==> config.mk <==
export PLATFORM = sky130hd
export DESIGN_NAME = score_engine
export DESIGN_NICKNAME = d
export VERILOG_FILES = /design/src/rtl/score_engine.sv
export SDC_FILE = /design/constraint.sdc
export NUM_CORES = 1
export LEC_CHECK = 0
export BUFFER_PORTS_ARGS = -buffer_cell sky130_fd_sc_hd__buf_2
export CAP_MARGIN = 5
export CORE_MARGIN = 5
export CORE_UTILIZATION = 50
export CTS_CLUSTER_DIAMETER = 200
export DETAILED_ROUTE_END_ITERATION = 16
export PLACE_DENSITY_LB_ADDON = 0.2
export SLEW_MARGIN = 25
export SYNTH_ARGS = -nofsm -noshare
export SYNTH_HDL_FRONTEND = slang
export SYNTH_SLANG_ARGS = --single-unit
==> constraint.sdc <==
create_clock -name clk -period 4.73 [get_ports clk]
set_clock_uncertainty 0.1 [all_clocks]
set_input_delay 0.473 -clock clk [delete_from_list [all_inputs] [get_ports clk]]
set_output_delay 0.473 -clock clk [all_outputs]
set_load 0.005 [all_outputs]
==> src/rtl/score_engine.sv <==
// score_engine
//   Score datapath for the Pacman game FSM. It takes one scoring event per
//   cycle and adds its points to a saturating score. It also tracks a ghost
//   combo multiplier, keeps a high score that survives new games, and emits a
//   one-shot extra-life pulse. The block sits between game_control, which
//   supplies the events, and the HUD / score display.
//
// Ports
//   clk          in   1        system clock, all logic on posedge
//   reset_n      in   1        synchronous reset, active-high (1 = reset)
//   game_clear   in   1        new game: clear score/combo/flags, keep high_score
//   power_start  in   1        power mode begins, combo returns to 0
//   power_end    in   1        power mode ends, combo returns to 0
//   event_valid  in   1        scoring event present
//   event_type   in   2        00 pellet, 01 power pellet, 10 ghost, 11 fruit
//   event_ready  out  1        event accepted this cycle (combinational)
//   score        out  SCORE_W  current score (registered)
//   high_score   out  SCORE_W  best score since reset (registered)
//   combo        out  2        ghost combo level, 0..COMBO_MAX
//   extra_life   out  1        one-cycle pulse on the first crossing of LIFE_THRESH
//   saturated    out  1        sticky flag, score clamped at all-ones
module score_engine #(
  parameter int SCORE_W     = 24,
  parameter int PELLET_PTS  = 10,
  parameter int POWER_PTS   = 50,
  parameter int GHOST_BASE  = 200,
  parameter int FRUIT_PTS   = 100,
  parameter int COMBO_MAX   = 3,
  parameter int LIFE_THRESH = 10000
) (
  input  logic               clk,
  input  logic               reset_n,
  input  logic               game_clear,
  input  logic               power_start,
  input  logic               power_end,
  input  logic               event_valid,
  input  logic [1:0]         event_type,
  output logic               event_ready,
  output logic [SCORE_W-1:0] score,
  output logic [SCORE_W-1:0] high_score,
  output logic [1:0]         combo,
  output logic               extra_life,
  output logic               saturated
);

  // The sum is kept wider than SCORE_W + 1 bits. A narrow score must not
  // truncate a shifted ghost value before the overflow check runs, and the
  // extra-life threshold may be larger than the score can hold.
  localparam int SUM_W = ((SCORE_W > 32) ? SCORE_W : 32) + 2;
  localparam logic [SUM_W-1:0] SCORE_MAX  = {{(SUM_W-SCORE_W){1'b0}}, {SCORE_W{1'b1}}};
  localparam logic [SUM_W-1:0] LIFE_LIMIT = SUM_W'(LIFE_THRESH);
  localparam logic [1:0]       COMBO_TOP  = 2'(COMBO_MAX);

  localparam logic [1:0] EV_PELLET = 2'b00;
  localparam logic [1:0] EV_POWER  = 2'b01;
  localparam logic [1:0] EV_GHOST  = 2'b10;
  localparam logic [1:0] EV_FRUIT  = 2'b11;

  logic             life_given;
  logic             accept;
  logic [SUM_W-1:0] pts;
  logic [SUM_W-1:0] sum;
  logic [1:0]       combo_inc;

  // Events are refused while the block is in reset or starting a new game.
  assign event_ready = !reset_n && !game_clear;
  assign accept      = event_valid && event_ready;

  // Points for the presented event. A ghost is scored with the combo level
  // held before this edge.
  always_comb begin
    pts = '0;
    case (event_type)
      EV_PELLET: pts = SUM_W'(PELLET_PTS);
      EV_POWER:  pts = SUM_W'(POWER_PTS);
      EV_GHOST:  pts = SUM_W'(GHOST_BASE) << combo;
      EV_FRUIT:  pts = SUM_W'(FRUIT_PTS);
      default:   pts = '0;
    endcase
  end

  assign sum       = {{(SUM_W-SCORE_W){1'b0}}, score} + pts;
  assign combo_inc = (combo >= COMBO_TOP) ? COMBO_TOP : combo + 2'd1;

  // All state updates live here. high_score and the extra-life check both
  // look at the score value held before this edge, so each of them runs one
  // cycle behind score. A power-mode change overrides a ghost combo increment
  // on the same edge.
  always_ff @(posedge clk) begin
    if (reset_n) begin
      score      <= '0;
      high_score <= '0;
      combo      <= '0;
      extra_life <= 1'b0;
      saturated  <= 1'b0;
      life_given <= 1'b0;
    end else if (game_clear) begin
      score      <= '0;
      combo      <= '0;
      extra_life <= 1'b0;
      saturated  <= 1'b0;
      life_given <= 1'b0;
    end else begin
      if (score > high_score) begin
        high_score <= score;
      end

      if ((SUM_W'(score) >= LIFE_LIMIT) && !life_given) begin
        extra_life <= 1'b1;
        life_given <= 1'b1;
      end else begin
        extra_life <= 1'b0;
      end

      if (accept) begin
        if (sum > SCORE_MAX) begin
          score     <= '1;
          saturated <= 1'b1;
        end else begin
          score <= sum[SCORE_W-1:0];
        end
      end

      if (power_start || power_end) begin
        combo <= '0;
      end else if (accept && (event_type == EV_GHOST)) begin
        combo <= combo_inc;
      end
    end
  end

endmodule

## After elaboration in Yosys (flattened, before gate mapping)

Cells that the tools add are included.

| cells by class | value |
|---|---|
| add/sub/neg operators | 2 |
| order comparisons | 4 |
| equal/unequal tests | 3 |
| shift operators | 1 |
| multiplexer cells | 4 |
| bitwise operators | 1 |
| reductions and logical operators | 13 |

Operators by type and width:

| cell | number |
|---|---|
| case mux 34 bit (4 select lines) | 1 |
| adder 24 x 34 -> 34 bit | 1 |
| > comparator 34 x 24 -> 1 bit, second input constant | 1 |
| << shifter 8 x 2 -> 34 bit, first input constant | 1 |
| greater-or-equal comparator 24 x 14 -> 1 bit, second input constant | 1 |
| > comparator 24 bit | 1 |
| two-way mux 24 bit | 1 |
| equality test 2 bit, second input constant | 2 |
| logical AND 1 bit | 4 |
| AND reduction 2 bit | 2 |
| logical NOT 1 bit | 3 |
| OR reduction 3 bit | 1 |
| adder 2 x 1 -> 2 bit, second input constant | 1 |
| equality test 2 x 1 -> 1 bit, second input constant | 1 |
| greater-or-equal comparator 2 bit, second input constant | 1 |
| logical NOT 2 bit | 1 |
| two-way mux 2 bit | 1 |
| OR reduction 2 bit | 1 |
| logical OR 1 bit | 1 |
| two-way mux 1 bit | 1 |
| NOT 1 bit | 1 |

| word-level totals | value |
|---|---|
| register bits | 53 |
| input bits | 8 |
| output and inout bits | 53 |
| logic and storage cells | 34 |

## Logic depth before layout (Yosys ltp)

| logic depth | value |
|---|---|
| depth after elaboration | 5 |
| mapped depth | 12 |
| depth with buffers taken out | 12 |

## Least setup slack after synthesis

OpenSTA, ideal clock, no wires.

| path | value |
|---|---|
| path type | input to register |
| start point | in event_type[1] |
| end point | reg score[13] |
| library setup time | 133 ps |
| arrival time | 2,305 ps |
| required time | 4,497 ps |
| path slack | 2,192 ps |
| stages on the path | 11 |
| buffers on the path | 0 |
| cells stage by stage | inv_1 -> ha_1 -> inv_1 -> fa_1 -> nor2b_1 -> o211ai_1 -> a21boi_0 -> o211ai_1 -> a211oi_1 -> xnor2_1 -> o21ai_0 |

| on the way | value |
|---|---|
| word-level cells in the longest chain between the ends | 5 |
| elaborated cells between the ends (all ways) | 8 |
| those cells by class | add/sub: 1; order compare: 1; eq/ne: 3; mux: 2; reduce/logical: 1 |

RTL lines:

| item | RTL line | text |
|---|---|---|
| start: declaration | 37 | `input logic [1:0] event_type,` |
| equality test 2 bit (tied with other cells) | 73 | `case (event_type)` |
| case mux 34 bit (4 select lines) (*) | 73 |  |
| adder 24 x 34 -> 34 bit (*) | 82 | `assign sum = {{(SUM_W-SCORE_W){1'b0}}, score} + pts;` |
| > comparator 34 x 24 -> 1 bit | 116 | `if (sum > SCORE_MAX) begin` |
| two-way mux 24 bit (*) | 116 |  |
| end signal: assignment | 120 | `score <= sum[SCORE_W-1:0];` |
| end: declaration | 39 | `output logic [SCORE_W-1:0] score,` |

Every way passes the cells marked *; elsewhere a longest branch is shown, timed or not.
A chain may end at the register's enable or synchronous reset.

## Final worst setup path

| path | value |
|---|---|
| start point | reg score[17] |
| end point | reg high_score[4] |

| on the way | value |
|---|---|
| word-level cells in the longest chain between the ends | 2 |

RTL lines:

| item | RTL line | text |
|---|---|---|
| > comparator 24 bit | 104 | `if (score > high_score) begin` |
| AND reduction 2 bit (no line) | - |  |
| end signal: assignment | 105 | `high_score <= score;` |
| end: declaration | 40 | `output logic [SCORE_W-1:0] high_score,` |

Every way passes these cells.

==> qor.yml <==
clock_tree:
  ctsRootBufferMaster: "clkbuf_8"
  ctsHoldBuffers: 0
  post_cts.repair.setup_buffers: 0
  numCtsBuffers: 5
  post_cts_resize_count: 0
  cts_buffer_depth: 2
  cts.sinks: 53
  cts_tree: "yes"
  htreeDepth: 2
  clk_latency_ps: 310
  path_clk_slew_ps: 100
yosys:
  synth_edf_count: 0
  synth_xor_area_frac: 0.0454
  yosysTopAreaCell: "dfxtp_1"
  synth_top_family_by_area: "compound AO/OA/AOI/OAI gates"
  synthCells: 387
  synth_fp_nets: 435
  yosys.area_share.simple: 0.165
  synth_mux_area_frac: 0.0732
  synth.distinct_cells: 51
  synth_top_flop_cell: "dfxtp_1"
  ys_ff_latch: 53
  synth_compound_area_frac: 0.165
  synthAdderAreaFrac: 0.155
  synth_seq_area_share: 0.323
  synth_area_per_cell_um2: 8.48
  synth-warning-count: 0
  synthTopCellsByArea: "dfxtp_1 (32%), ha_1 (15%), mux2i_1 (7.3%)"
  synth_top_area_frac: 0.323
  synthArstFlopShare: 0
  synth_area_um2: 3280
drt:
  drt_first_pass_iters: 4
  vias: 2866
  drc: 0
  ant_nets: 0
  drt_iter0_markers: 112
  vias_per_cell: 5.54
  wl_per_cell_um: 14.5
  routed_wl_mm: 7.50
timing:
  setup_viol: 0
  finalHoldViolCount: 0
  slew_viol_final: 0
  worst_pin_slew_ps: 983
  maxSlewHeadroom: 0.342
  grt_setup_unrepaired: "no"
  fin_crit_sh: 0.646
  finalSetupTns_ps: 0
  post-route-min-period_ps: 3060
  whs_ps: 327
  fmaxAchievable_mhz: 327
floorplanning:
  rows: 29
  die_area_um2: 8290
  core-area_um2: 6390
  ioPinCount: 61
  fp.dieH_um: 91.0
  start_util: 0.514
  die_w_um: 91.0
power:
  power_density_nw_per_um2: 227
  leakage_nw: 1.76
  max-vdd-ir-drop_uv: 132
  power_uw: 833
global_route:
  antenna_found_initial: 0
  grt_pass1_vias: 2589
  grt_overflow: 0
  grtUsageMet1: 0.263
  track_usage: 0.180
  grt_max_degree: 26
  grt_pass1_wl_mm: 12.6
  grt.busiest_layer: "met2"
  grt_util_met3: 0.0380
  grtUsageMet2: 0.270
worst_setup_path:
  cp.required_ps: 4810
  start_kind: "register"
  crit_type: "reg -> reg"
  crit_arrival_ps: 3140
  reg2reg_from: "score[17]$_SDFFE_PN0P_"
  cp-end-kind: "register"
  crit_end: "high_score[4]$_SDFFE_PP0P_"
  worst-r2r-cell-count: 8
  startpoint: "score[17]$_SDFFE_PN0P_"
  r2r-end: "high_score[4]$_SDFFE_PP0P_"
  reg2reg_slack_ps: 1670
  cp_max_fo: 24
finish:
  post_route_cells_drive_above_1_share: 0.175
  fill_cells: 628
  final_cell_mix: "buf_2 (60), dfxtp_1 (53), ha_1 (39)"
  instances_no_fill: 517
  final_common_cell: "buf_2"
  antenna-diode-count: 0
  fin_util: 0.575
  nNetsFinal: 487
  area_delta_synth_final_pct: 11.8
place:
  routabilityCongestion: 0.899
  port_buffers: 60
  dpl.hpwl_mm: 5.72
  dp.cells: 509
min_path:
  hp-class: "reg -> reg"
run:
  drv_cap: 0
outcome:
  status: "complete, no violations"
[cells in the mapped netlist, types with 2 or more instances]
library cell	instances
and3_1	4
clkbuf_1	7
a21oi_1	29
nor3_1	7
nor4_1	3
nand3_1	14
buf_2	5
nand4_1	12
xnor2_1	9
o211ai_1	2
nor2_1	38
o21ai_1	3
nand2_1	21
o21ai_0	24
a211oi_1	6
ha_1	39
mux2i_1	24
buf_12	2
xor2_1	8
inv_1	37
a21o_1	5
a31oi_1	4
a41oi_1	2
a21boi_0	2
nor2b_1	2
dfxtp_1	53
[how the worst min path moves through the flow]
stage,slack (ps),depth (start not counted),to,startpoint
after CTS,330,1,extra_life$_SDFF_PN0_,life_given$_SDFFE_PN0P_
after global routing,350,1,extra_life$_SDFF_PN0_,life_given$_SDFFE_PN0P_
after detailed placement,320,1,extra_life$_SDFF_PN0_,life_given$_SDFFE_PN0P_
final,330,1,extra_life$_SDFF_PN0_,life_given$_SDFFE_PN0P_
after global placement,310,1,extra_life$_SDFF_PN0_,life_given$_SDFFE_PN0P_
after floorplan,300,1,extra_life$_SDFF_PN0_,life_given$_SDFFE_PN0P_
[area by class of cell]
type                       count  area [um2]  share of cell area
clock inverter                 3        17.5             0.00477
sequential                    53        1060               0.289
multi-input combinational    281        1980               0.540
timing repair buffer          60         300              0.0818
clock buffer                   5        68.8              0.0188
tap                           77        96.3              0.0263
inverter                      38         143              0.0389
[worst max-delay path, stage by stage, from the launching register on]
cell and delay, ps:
dfxtp_1 510, ha_1 300, a21o_1 190, a221o_1 330, a221oi_2 260, o21ai_2 120
o21ai_4 790, mux2i_1 270, nor2_1 50
[report_power, final]
part	switching (mW)	total (mW)	leakage (nW)	internal [mW]
sequential	0.00874	0.461	0.428	0.452
clock	0.152	0.255	0.0439	0.103
combinational	0.0674	0.118	1.29	0.0503
total	0.228	0.833	1.76	0.605
[logic make-up after synthesis]
group	Yosys count
simple gates	113
compound gates	87
buf+inv	53
flops	53
fa+ha+maj	40
mux	24
xor+xnor	17
[metal layers]
layer  vias up  share of wire
li1       1457              -
met1      1322           0.49
met4         0         0.0048
met2        83           0.44
met3         4          0.067
met5         -              0
[through the flow]
stage | worst slack [ps] | area [um2]
finish | 1670 | 3670
global route | 1390 | 3670
detailed placement | 1660 | 3580
CTS | 1640 | 3670
floorplan | 2190 | 3280
global placement | 1690 | 3580
[registers in the layout (all words and copies together) (netlist names)]
register and flops:
life_given 1, combo 2, saturated 1, score 24
high_score 24, extra_life 1
No activity file was read; power rests on OpenSTA's default activity.
